--- src/rtl/beep_sched.sv ---
// Buzzer scheduler: latches tick/fail/win requests, grants by fixed priority and
// plays N tone beeps per source. Optional BEEP_PREEMPT_EN lets higher sources cut in.
module beep_sched #(
  parameter int TONE_DIV = 500,
  parameter int ON_CYC   = 2500000,
  parameter int OFF_CYC  = 2500000,
  parameter int NB_TICK  = 1,
  parameter int NB_FAIL  = 3,
  parameter int NB_WIN   = 5
) (
  input  logic       clk_i,
  input  logic       rst_i,
  input  logic       en_i,
  input  logic [2:0] req_i,
  output logic       beep_o,
  output logic       busy_o,
  output logic [2:0] grant_o,
  output logic       done_o
);
  localparam int PW = (TONE_DIV > 1) ? $clog2(TONE_DIV) : 1;
  localparam logic [PW-1:0] PH_LAST  = PW'(TONE_DIV - 1);
  localparam logic [23:0]   ON_LAST  = 24'(ON_CYC - 1);
  localparam logic [23:0]   OFF_LAST = 24'(OFF_CYC - 1);

  typedef enum logic [1:0] {IDLE, ON, OFF} state_e;

  state_e        state_q, state_d;
  logic [2:0]    pend_q, pend_d, grant_q, grant_d, rem_q, rem_d, top;
  logic [PW-1:0] ph_q, ph_d;
  logic [23:0]   cnt_q, cnt_d;
  logic          beep_q, beep_d, done_q, done_d, start;

  function automatic logic [2:0] nb_of(input logic [2:0] g);
    case (g)
      3'b100:  nb_of = 3'(NB_WIN);
      3'b010:  nb_of = 3'(NB_FAIL);
      3'b001:  nb_of = 3'(NB_TICK);
      default: nb_of = 3'd0;
    endcase
  endfunction

  always_comb begin
    top = pend_q[2] ? 3'b100 : pend_q[1] ? 3'b010 : pend_q[0] ? 3'b001 : 3'b000;
  end

  always_comb begin
    state_d = state_q;
    grant_d = grant_q;
    rem_d   = rem_q;
    ph_d    = ph_q;
    cnt_d   = cnt_q;
    beep_d  = beep_q;
    done_d  = 1'b0;
    start   = 1'b0;
    case (state_q)
      IDLE: start = (pend_q != 3'b000);
      ON: begin
        if (cnt_q == ON_LAST) begin
          state_d = OFF;
          beep_d  = 1'b0;
          rem_d   = rem_q - 3'd1;
          cnt_d   = '0;
        end else begin
          cnt_d = cnt_q + 24'd1;
          if (ph_q == PH_LAST) begin
            ph_d   = '0;
            beep_d = ~beep_q;
          end else begin
            ph_d = ph_q + PW'(1);
          end
        end
      end
      OFF: begin
        if (cnt_q == OFF_LAST) begin
          cnt_d = '0;
          if (rem_q != 3'd0) begin
            state_d = ON;
            ph_d    = '0;
            beep_d  = 1'b1;
          end else begin
            state_d = IDLE;
            grant_d = 3'b000;
            done_d  = 1'b1;
          end
        end else begin
          cnt_d = cnt_q + 24'd1;
        end
      end
      default: state_d = IDLE;
    endcase
`ifdef BEEP_PREEMPT_EN
    // One-hot codes: a numerically larger code is always a higher priority source.
    if (state_q != IDLE && top > grant_q) start = 1'b1;
`endif
    if (start) begin
      state_d = ON;
      grant_d = top;
      rem_d   = nb_of(top);
      ph_d    = '0;
      cnt_d   = '0;
      beep_d  = 1'b1;
      done_d  = 1'b0;
    end
    // A request landing on its own grant edge survives, so the pattern replays.
    pend_d = (pend_q & ~(start ? top : 3'b000)) | req_i;
    if (!en_i) begin
      state_d = IDLE;
      grant_d = 3'b000;
      pend_d  = 3'b000;
      rem_d   = 3'd0;
      ph_d    = '0;
      cnt_d   = '0;
      beep_d  = 1'b0;
      done_d  = 1'b0;
    end
  end

  always_ff @(posedge clk_i) begin
    if (rst_i) begin
      state_q <= IDLE;
      pend_q  <= 3'b000;
      grant_q <= 3'b000;
      rem_q   <= 3'd0;
      ph_q    <= '0;
      cnt_q   <= '0;
      beep_q  <= 1'b0;
      done_q  <= 1'b0;
    end else begin
      state_q <= state_d;
      pend_q  <= pend_d;
      grant_q <= grant_d;
      rem_q   <= rem_d;
      ph_q    <= ph_d;
      cnt_q   <= cnt_d;
      beep_q  <= beep_d;
      done_q  <= done_d;
    end
  end

  assign beep_o  = beep_q;
  assign busy_o  = (state_q != IDLE);
  assign grant_o = grant_q;
  assign done_o  = done_q;
endmodule

--- config.mk ---
export PLATFORM = sky130hd
export DESIGN_NAME = beep_sched
export DESIGN_NICKNAME = d
export VERILOG_FILES = /design/src/rtl/beep_sched.sv
export SDC_FILE = /design/constraint.sdc
export NUM_CORES = 1
export LEC_CHECK = 0
export ABC_AREA = 1
export CAP_MARGIN = 20
export CELL_PAD_IN_SITES_DETAIL_PLACEMENT = 1
export CELL_PAD_IN_SITES_GLOBAL_PLACEMENT = 1
export CORE_ASPECT_RATIO = 1.5
export CORE_MARGIN = 1
export CORE_UTILIZATION = 43
export DETAILED_ROUTE_END_ITERATION = 6
export HOLD_SLACK_MARGIN = 0.06
export PLACE_DENSITY_LB_ADDON = 0.1
export SYNTH_ARGS = -nofsm -noshare
export SYNTH_HDL_FRONTEND = slang
export SYNTH_SLANG_ARGS = --single-unit
--- constraint.sdc ---
create_clock -name clk_i -period 2.54 [get_ports clk_i]
set_clock_uncertainty 0.15 [all_clocks]
set_input_delay 0.381 -clock clk_i [delete_from_list [all_inputs] [get_ports clk_i]]
set_output_delay 0.381 -clock clk_i [all_outputs]
set_load 0.05 [all_outputs]
==> flow_metrics.py, run 1 <==
metrics = {
    "status": {
        "status": "finished clean",
    },
    "floorplanning": {
        "core_sq_um": 5786,
        "std_cell_rows": 34,
        "die_w_microns": 65.35,
        "initial_core_util": 0.4474,
        "die_h_microns": 97.03,
        "die_area_sq_um": 6341,
        "io_pins": 12,
    },
    "pwr": {
        "ir_drop_v": 0.0002788,
        "p_leak_nw": 1.066,
        "power.density_nw_per_um2": 451.2,
    },
    "sta": {
        "drv_slew": 0,
        "setup_ws_ns": 0.3332,
        "tns_ns": 0,
        "clock.fmax_mhz": 453.1,
        "hold_viol_final": 0,
        "setup_viol": 0,
        "rsz0062_at_grt": "no",
        "finalCriticalPeriod_ns": 2.207,
        "hold_slack_ns": 0.3158,
        "worst_slew_pin_slew_ns": 0.5144,
        "slew_headroom": 0.6565,
        "post-route-period-util": 0.8688,
    },
    "synth": {
        "synth_flop_cell": "dfxtp_1",
        "ys_warn_count": 0,
        "synth.largest_area_cell": "dfxtp_1",
        "synth.area.top_cells": "dfxtp_1, nor2_1, nand2_1",
        "synth_cells": 383,
        "synth-seq-cells": 46,
        "synth_area_sq_um": 2589,
        "syn_nets": 396,
        "synth_cell_types": 33,
        "yosysTopAreaCellShare": 0.3557,
        "syn_avg_cell_area_sq_um": 6.759,
        "synth-seq-area-share": 0.3557,
        "synthArstFlopShare": 0,
        "synth_edf_count": 0,
    },
    "worst_setup_path": {
        "endpoint_kind": "flip-flop",
        "r2r_start": "state_q[0]",
        "crit_arrival_ns": 2.25,
        "crit_fanout": 4,
        "crit_type": "flip-flop to flip-flop",
        "reg2reg_to": "cnt_q[19]",
        "cp-endpoint": "cnt_q[19]",
        "startpoint_type": "flip-flop",
        "r2r_cells": 11,
        "r2r_setup_slack_ns": 0.33,
        "required_ns": 2.58,
        "crit_start": "state_q[0]",
    },
    "cells_and_area": {
        "finalNetCount": 415,
        "drive_gt1_frac": 0.08706,
        "final_cell_mix": "nor2_1, nand2_1, dfxtp_1, inv_1, nand3_1",
        "diodes": 0,
        "layout_commonest_cell": "nor2_1",
        "syn_to_final_growth_pct": 11.41,
        "final_util": 0.4985,
    },
    "global_routing": {
        "grt.busiest_layer": "met2",
        "met1_usage": 0.2279,
        "grt_pass1_wl_microns": 11960,
        "grt-ovfl-total": 0,
        "grt_max_degree": 18,
        "met2_usage": 0.4734,
        "grt_pass1_vias": 2738,
        "met3_usage": 0.02594,
        "grt_usage": 0.2371,
        "antenna_found_initial": 0,
    },
    "hold_path": {
        "min_path_type": "flip-flop to flip-flop",
    },
    "clocking": {
        "cts_tree": "built",
        "numCtsBuffers": 5,
        "clk_pin_slew_ns": 0.08,
        "worstSkewPairLatency_ns": 0.30,
        "clkSinkCount": 46,
        "clk_path_buf_depth": 2,
        "postCtsSetupRepairBufs": 0,
        "cts.htree.levels": 2,
        "cts_root_buf": "clkbuf_8",
    },
    "placement": {
        "portBuffers": 11,
        "gp_congestion": 0.8515,
        "place_ws_ns": 0.3424,
        "dp_hpwl_microns": 5559,
    },
    "detailed_routing": {
        "first_pass_iters": 4,
        "route.detailed.drc": 0,
        "drt-total-wl_microns": 6996,
        "ant_nets": 0,
        "vias": 2541,
        "viasPerCell": 5.361,
        "wl_per_cell_microns": 14.76,
        "drt_iter0_markers": 65,
    },
    "run": {
        "maxCapViolCount": 0,
    },
}
-- power by group --
group          internal [mW]  switching [mW]  leakage, nW
Combinational         0.0462          0.0810        0.656
Clock                  0.190           0.248       0.0383
Sequential             0.729         0.00649        0.372
Total                  0.966           0.335         1.07
-- cell usage after synthesis (3+ instances only) --
library cell,n
a21oi_2,5
inv_2,4
ha_1,7
nand4_1,5
nor2_2,5
a21oi_1,19
o21ai_0,12
xor2_1,10
dfxtp_1,46
nand2_1,69
nor3_1,10
o21ai_1,4
nor2_1,74
nor4_1,7
nand2_2,4
inv_1,42
nand2_4,3
nand3_1,35
-- per-stage QoR --
stage	cells	area, sq um	power (mW)
2_1_floorplan	383	2589	0.8359
3_3_place_gp	467	2805	0.8767
5_1_grt	474	2884	1.367
6_report	474	2884	1.301
3_5_place_dp	467	2805	0.8810
4_1_cts	474	2882	1.318
-- final cells by class --
type,instances,area (sq um)
Sequential cell,46,920.9
Multi-Input combinational cell,285,1463
Tap cell,72,90.09
Clock buffer,7,76.32
Timing Repair Buffer,17,157.7
Inverter,47,176.4
Fill cell,788,2902
-- repair_timing --
item,4_1_cts,5_1_grt
endpoints found under the setup margin,0,1
resized for setup,0,1
hold endpoints to repair,0,0
hold buffers,0,0
-- per-layer routing --
metal	share of wire	vias up
met4	0.032	0
met2	0.58	28
li1	-	1268
met1	0.38	1227
met5	0	-
met3	0.012	18
-- logic make-up after synthesis --
| kind of cell | share of synthesized area |
|---|---|
| fa+ha+maj | 0.03383 |
| flops | 0.3557 |
| xor+xnor | 0.04060 |
| buf+inv | 0.07926 |
| simple gates | 0.3823 |
| compound gates | 0.1083 |
-- worst max-delay path, cell delays in order (launching register included) --
cell	delay, ns
dfxtp_1	0.37
inv_1	0.08
ha_1	0.33
nand2_1	0.08
nor2_1	0.22
nand4_1	0.20
inv_1	0.09
nand2_1	0.08
nor2_2	0.19
nand2_1	0.10
o21ai_0	0.15
a21oi_1	0.05
-- how the worst min path moves through the flow --
stage,start,end,depth (start not counted),slack (ns)
6_report,grant_o[2],grant_o[2],2,0.32
5_1_grt,rem_q[0],rem_q[0],2,0.35
4_1_cts,grant_o[1],grant_o[1],2,0.32
3_5_place_dp,grant_o[1],grant_o[1],2,0.31
3_3_place_gp,grant_o[2],grant_o[2],2,0.30
2_1_floorplan,rem_q[0],rem_q[0],2,0.29
-- registers in the layout, summed over array words and instances (netlist names) --
name,flops
beep_o,1
cnt_q,24
done_o,1
grant_o,3
pend_q,3
ph_q,9
rem_q,3
state_q,2
(Power assumes the default switching activity.)
==> run 2: changes to the inputs <==
--- a/config.mk
+++ b/config.mk
@@ -6,13 +6,15 @@
 export NUM_CORES = 1
 export LEC_CHECK = 0
 export ABC_AREA = 1
+export ABC_CLOCK_PERIOD_IN_PS = 2540
 export CAP_MARGIN = 20
 export CELL_PAD_IN_SITES_DETAIL_PLACEMENT = 1
 export CELL_PAD_IN_SITES_GLOBAL_PLACEMENT = 1
 export CORE_ASPECT_RATIO = 1.5
 export CORE_MARGIN = 1
-export CORE_UTILIZATION = 43
+export CORE_UTILIZATION = 45
 export DETAILED_ROUTE_END_ITERATION = 6
+export DONT_BUFFER_PORTS = 1
 export HOLD_SLACK_MARGIN = 0.06
 export PLACE_DENSITY_LB_ADDON = 0.1
 export SYNTH_ARGS = -nofsm -noshare
==> flow_metrics.py, run 2 (same netlist as run 1, synthesis figures left out) <==
metrics = {
    "sta": {
        "setup_viol": 0,
        "clock.fmax_mhz": 445.2,
        "slew_headroom": 0.6477,
        "setup_ws_ns": 0.2938,
        "worst_slew_pin_slew_ns": 0.5277,
        "hold_slack_ns": 0.1034,
        "post-route-period-util": 0.8843,
        "finalCriticalPeriod_ns": 2.246,
        "drv_slew": 0,
        "rsz0062_at_grt": "no",
        "tns_ns": 0,
        "hold_viol_final": 0,
    },
    "pwr": {
        "ir_drop_v": 0.0004090,
        "p_leak_nw": 1.017,
        "power.density_nw_per_um2": 471.5,
        "finalPower_mw": 1.316,
    },
    "worst_setup_path": {
        "r2r_cells": 9,
        "required_ns": 2.58,
        "r2r_start": "state_q[0]",
        "crit_type": "flip-flop to flip-flop",
        "r2r_setup_slack_ns": 0.29,
        "endpoint_kind": "flip-flop",
        "crit_arrival_ns": 2.29,
        "startpoint_type": "flip-flop",
        "crit_fanout": 6,
        "reg2reg_to": "cnt_q[12]",
    },
    "detailed_routing": {
        "ant_nets": 0,
        "drt-total-wl_microns": 6692,
        "route.detailed.drc": 0,
        "vias": 2460,
        "first_pass_iters": 4,
        "viasPerCell": 5.325,
        "drt_iter0_markers": 66,
        "wl_per_cell_microns": 14.48,
    },
    "floorplanning": {
        "die_w_microns": 63.93,
        "die_h_microns": 94.89,
        "io_pins": 12,
        "die_area_sq_um": 6066,
        "initial_core_util": 0.4714,
        "core_sq_um": 5492,
        "std_cell_rows": 33,
    },
    "cells_and_area": {
        "top_register": "cnt_q",
        "final_cells": 462,
        "largest_register_ffs": 24,
        "regArea_sq_um": 920.9,
        "final_area_sq_um": 2791,
        "top_regs": "cnt_q x24, ph_q x9",
        "layout_commonest_cell": "nor2_1",
        "nFillCells": 752,
        "drive_gt1_frac": 0.09184,
        "diodes": 0,
        "final_cell_mix": "nor2_1, nand2_1, dfxtp_1, inv_1, nand3_1",
        "syn_to_final_growth_pct": 7.830,
        "finalNetCount": 404,
        "multi_input_area_sq_um": 1465,
        "final_util": 0.5083,
    },
    "clocking": {
        "cts_root_buf": "clkbuf_8",
        "cts_tree": "built",
        "clkSinkCount": 46,
        "cts.htree.levels": 2,
        "clk_path_buf_depth": 2,
        "numCtsBuffers": 5,
        "worstSkewPairLatency_ns": 0.30,
        "clk_pin_slew_ns": 0.09,
        "postCtsSetupRepairBufs": 0,
    },
    "global_routing": {
        "grt-ovfl-total": 0,
        "grt_usage": 0.2395,
        "antenna_found_initial": 0,
        "grt_pass1_wl_microns": 11160,
        "grt_max_degree": 18,
        "grt_pass1_vias": 2459,
    },
    "placement": {
        "dp_hpwl_microns": 5314,
        "gp_congestion": 0.8573,
        "place_ws_ns": 0.1732,
        "portBuffers": 0,
        "place_area_sq_um": 2678,
        "dp_cells": 452,
    },
    "run": {
        "maxCapViolCount": 0,
    },
    "hold_path": {
        "min_path_type": "primary input to flip-flop",
        "worstHoldEndpoint": "pend_q[0]",
        "hold_depth": 2,
        "hold_start": "req_i[0]",
    },
    "status": {
        "status": "finished clean",
    },
}
run 2: layout make-up:
type,count,area share
well taps,70,0.03138
inverters,47,0.06320
multi-input cells,285,0.5249
clock inverters,1,0.001793
flip-flops and latches,46,0.3299
repair buffers,6,0.01793
clock buffers,7,0.03093
run 2: power breakdown:
part	internal, mW	total (mW)	switching (mW)
clock network	0.220	0.469	0.249
logic	0.0344	0.104	0.0697
registers	0.729	0.743	0.0137
run 2: worst max-delay path by stage:
stage / startpoint / endpoint / slack [ns] / depth (start not counted)
after CTS: state_q[0] / cnt_q[12] / 0.15 / 9
after floorplan: state_q[0] / cnt_q[11] / 0.43 / 9
after detailed placement: state_q[0] / cnt_q[12] / 0.17 / 9
after global routing: state_q[0] / cnt_q[19] / 0.01 / 11
after global placement: state_q[0] / cnt_q[12] / 0.25 / 9
final: state_q[0] / cnt_q[12] / 0.29 / 9
run 2: critical path: stages, from the launching register on:
cell and delay [ns]:
dfxtp_1 0.37, inv_1 0.07, ha_1 0.37, nand2_1 0.14, nor2_2 0.18, nand2_1 0.18, nor2_1 0.23, nand3_1 0.18
o21ai_0 0.22, nor2_1 0.05
run 2: repair_timing:
item	CTS	global route
endpoints found under the hold margin	2	0
hold buffers	2	0
endpoints found under the setup margin	0	2
gates resized for setup	0	1
run 2: metal layers:
metal | wire length (microns) | global-route usage
met4 | 80 | 0.06818
met2 | 3922 | 0.5044
met5 | 0 | 0
met3 | 101 | 0.03865
met1 | 2588 | 0.2283
==> run 3: changes to the inputs <==
--- a/config.mk
+++ b/config.mk
@@ -12,7 +12,7 @@
 export CELL_PAD_IN_SITES_GLOBAL_PLACEMENT = 1
 export CORE_ASPECT_RATIO = 1.5
 export CORE_MARGIN = 1
-export CORE_UTILIZATION = 45
+export CORE_UTILIZATION = 42
 export DETAILED_ROUTE_END_ITERATION = 6
 export DONT_BUFFER_PORTS = 1
 export HOLD_SLACK_MARGIN = 0.06
==> flow_metrics.py, run 3 (same netlist as run 1, synthesis figures left out) <==
metrics = {
    "detailed_routing": {
        "wl_per_cell_microns": 14.89,
        "vias": 2512,
        "drt-total-wl_microns": 6954,
        "viasPerCell": 5.379,
        "drt_iter0_markers": 109,
        "first_pass_iters": 5,
        "route.detailed.drc": 0,
        "ant_nets": 0,
    },
    "hold_path": {
        "hold_start": "rst_i",
        "min_path_type": "primary input to flip-flop",
    },
    "placement": {
        "place_ws_ns": 0.3371,
        "portBuffers": 0,
        "dp_hpwl_microns": 5287,
        "gp_congestion": 0.8472,
    },
    "global_routing": {
        "grt_pass1_wl_microns": 11920,
        "grt_max_degree": 18,
        "met3_usage": 0.02687,
        "met2_usage": 0.4780,
        "met1_usage": 0.2278,
        "antenna_found_initial": 0,
        "grt-ovfl-total": 0,
        "grt.busiest_layer": "met2",
        "grt_usage": 0.2389,
        "grt_pass1_vias": 2656,
    },
    "cells_and_area": {
        "finalNetCount": 407,
        "layout_commonest_cell": "nor2_1",
        "top_regs": "cnt_q x24, ph_q x9",
        "syn_to_final_growth_pct": 9.618,
        "diodes": 0,
        "final_cell_mix": "nor2_1, nand2_1, dfxtp_1, inv_1, nand3_1",
        "largest_register_ffs": 24,
        "top_register": "cnt_q",
        "nFillCells": 795,
        "drive_gt1_frac": 0.09620,
    },
    "worst_setup_path": {
        "crit_arrival_ns": 2.30,
        "crit_fanout": 6,
        "r2r_cells": 9,
        "r2r_setup_slack_ns": 0.29,
        "r2r_start": "state_q[0]",
        "cp-endpoint": "cnt_q[12]",
        "required_ns": 2.59,
        "reg2reg_to": "cnt_q[12]",
        "crit_type": "flip-flop to flip-flop",
        "endpoint_kind": "flip-flop",
        "crit_start": "state_q[0]",
        "startpoint_type": "flip-flop",
    },
    "floorplanning": {
        "initial_core_util": 0.4410,
        "die_w_microns": 66.10,
        "io_pins": 12,
        "core_sq_um": 5871,
        "die_h_microns": 98.16,
        "die_area_sq_um": 6488,
        "std_cell_rows": 34,
    },
    "clocking": {
        "clkSinkCount": 46,
        "cts.htree.levels": 2,
        "numCtsBuffers": 5,
        "cts_tree": "built",
        "worstSkewPairLatency_ns": 0.31,
        "cts_root_buf": "clkbuf_8",
        "clk_pin_slew_ns": 0.10,
        "clk_path_buf_depth": 2,
    },
    "sta": {
        "drv_slew": 0,
        "hold_slack_ns": 0.09670,
        "clock.fmax_mhz": 443.9,
        "slew_headroom": 0.6439,
        "hold_viol_final": 0,
        "worst_slew_pin_slew_ns": 0.5335,
        "rsz0062_at_grt": "no",
        "finalCriticalPeriod_ns": 2.253,
        "post-route-period-util": 0.8869,
        "setup_viol": 0,
        "tns_ns": 0,
        "setup_ws_ns": 0.2872,
    },
    "status": {
        "status": "finished clean",
    },
    "run": {
        "maxCapViolCount": 0,
    },
    "pwr": {
        "p_leak_nw": 1.034,
        "power.density_nw_per_um2": 498.8,
        "ir_drop_v": 0.0002678,
        "finalPower_mw": 1.415,
    },
}
==> run 3: final cells by class <==
type	instances	area, sq um	area share
clock buffers	6	72.57	0.02557
repair buffers	9	75.07	0.02646
inverters	47	176.4	0.06217
flip-flops and latches	46	920.9	0.3245
multi-input cells	285	1465	0.5163
clock inverters	2	37.54	0.01323
well taps	72	90.09	0.03175
==> run 3: routing by layer <==
metal	vias to the layer above	part of all wire
met3	16	0.016
met5	-	0
li1	1262	-
met2	30	0.56
met4	0	0.038
met1	1204	0.39
==> run 3: worst min-delay path by stage <==
stage | endpoint | slack, ns | depth (start not counted)
2_1_floorplan | rem_q[0] | 0.29 | 2
3_3_place_gp | rem_q[0] | 0.30 | 2
3_5_place_dp | rem_q[0] | 0.31 | 2
4_1_cts | rem_q[1] | 0.10 | 3
5_1_grt | rem_q[1] | 0.10 | 3
6_report | rem_q[1] | 0.1 | 3
==> run 3: power by group <==
| group | switching [mW] | leakage [nW] | internal, mW |
|---|---|---|---|
| clock network | 0.269 | 0.0514 | 0.294 |
| logic | 0.0720 | 0.611 | 0.0375 |
| registers | 0.0137 | 0.372 | 0.729 |
| total | 0.354 | 1.03 | 1.06 |
==> run 3: worst max-delay path, cell delays in order, from the launching register on <==
cell and delay, ns:
dfxtp_1 0.37, inv_1 0.08, ha_1 0.38, nand2_1 0.12, nor2_1 0.25, nand2_1 0.21
nor2_1 0.22, nand3_1 0.14, o21ai_0 0.18, nor2_1 0.05
==> run 3: through the flow <==
step	cell area (sq um)	utilization	instances
floorplan	2589	-	383
global placement	2695	0.4591	456
detailed placement	2695	0.4591	456
CTS	2835	0.4830	467
global route	2838	0.4834	467
finish	2838	0.4834	467
==> run 3: timing repair <==
| item | CTS | global route |
|---|---|---|
| endpoints found under the hold margin | 3 | 0 |
| endpoints found under the setup margin | 0 | 1 |
| buffers inserted | 0 | 0 |
| resized for setup | 0 | 1 |
| hold buffers | 3 | 0 |
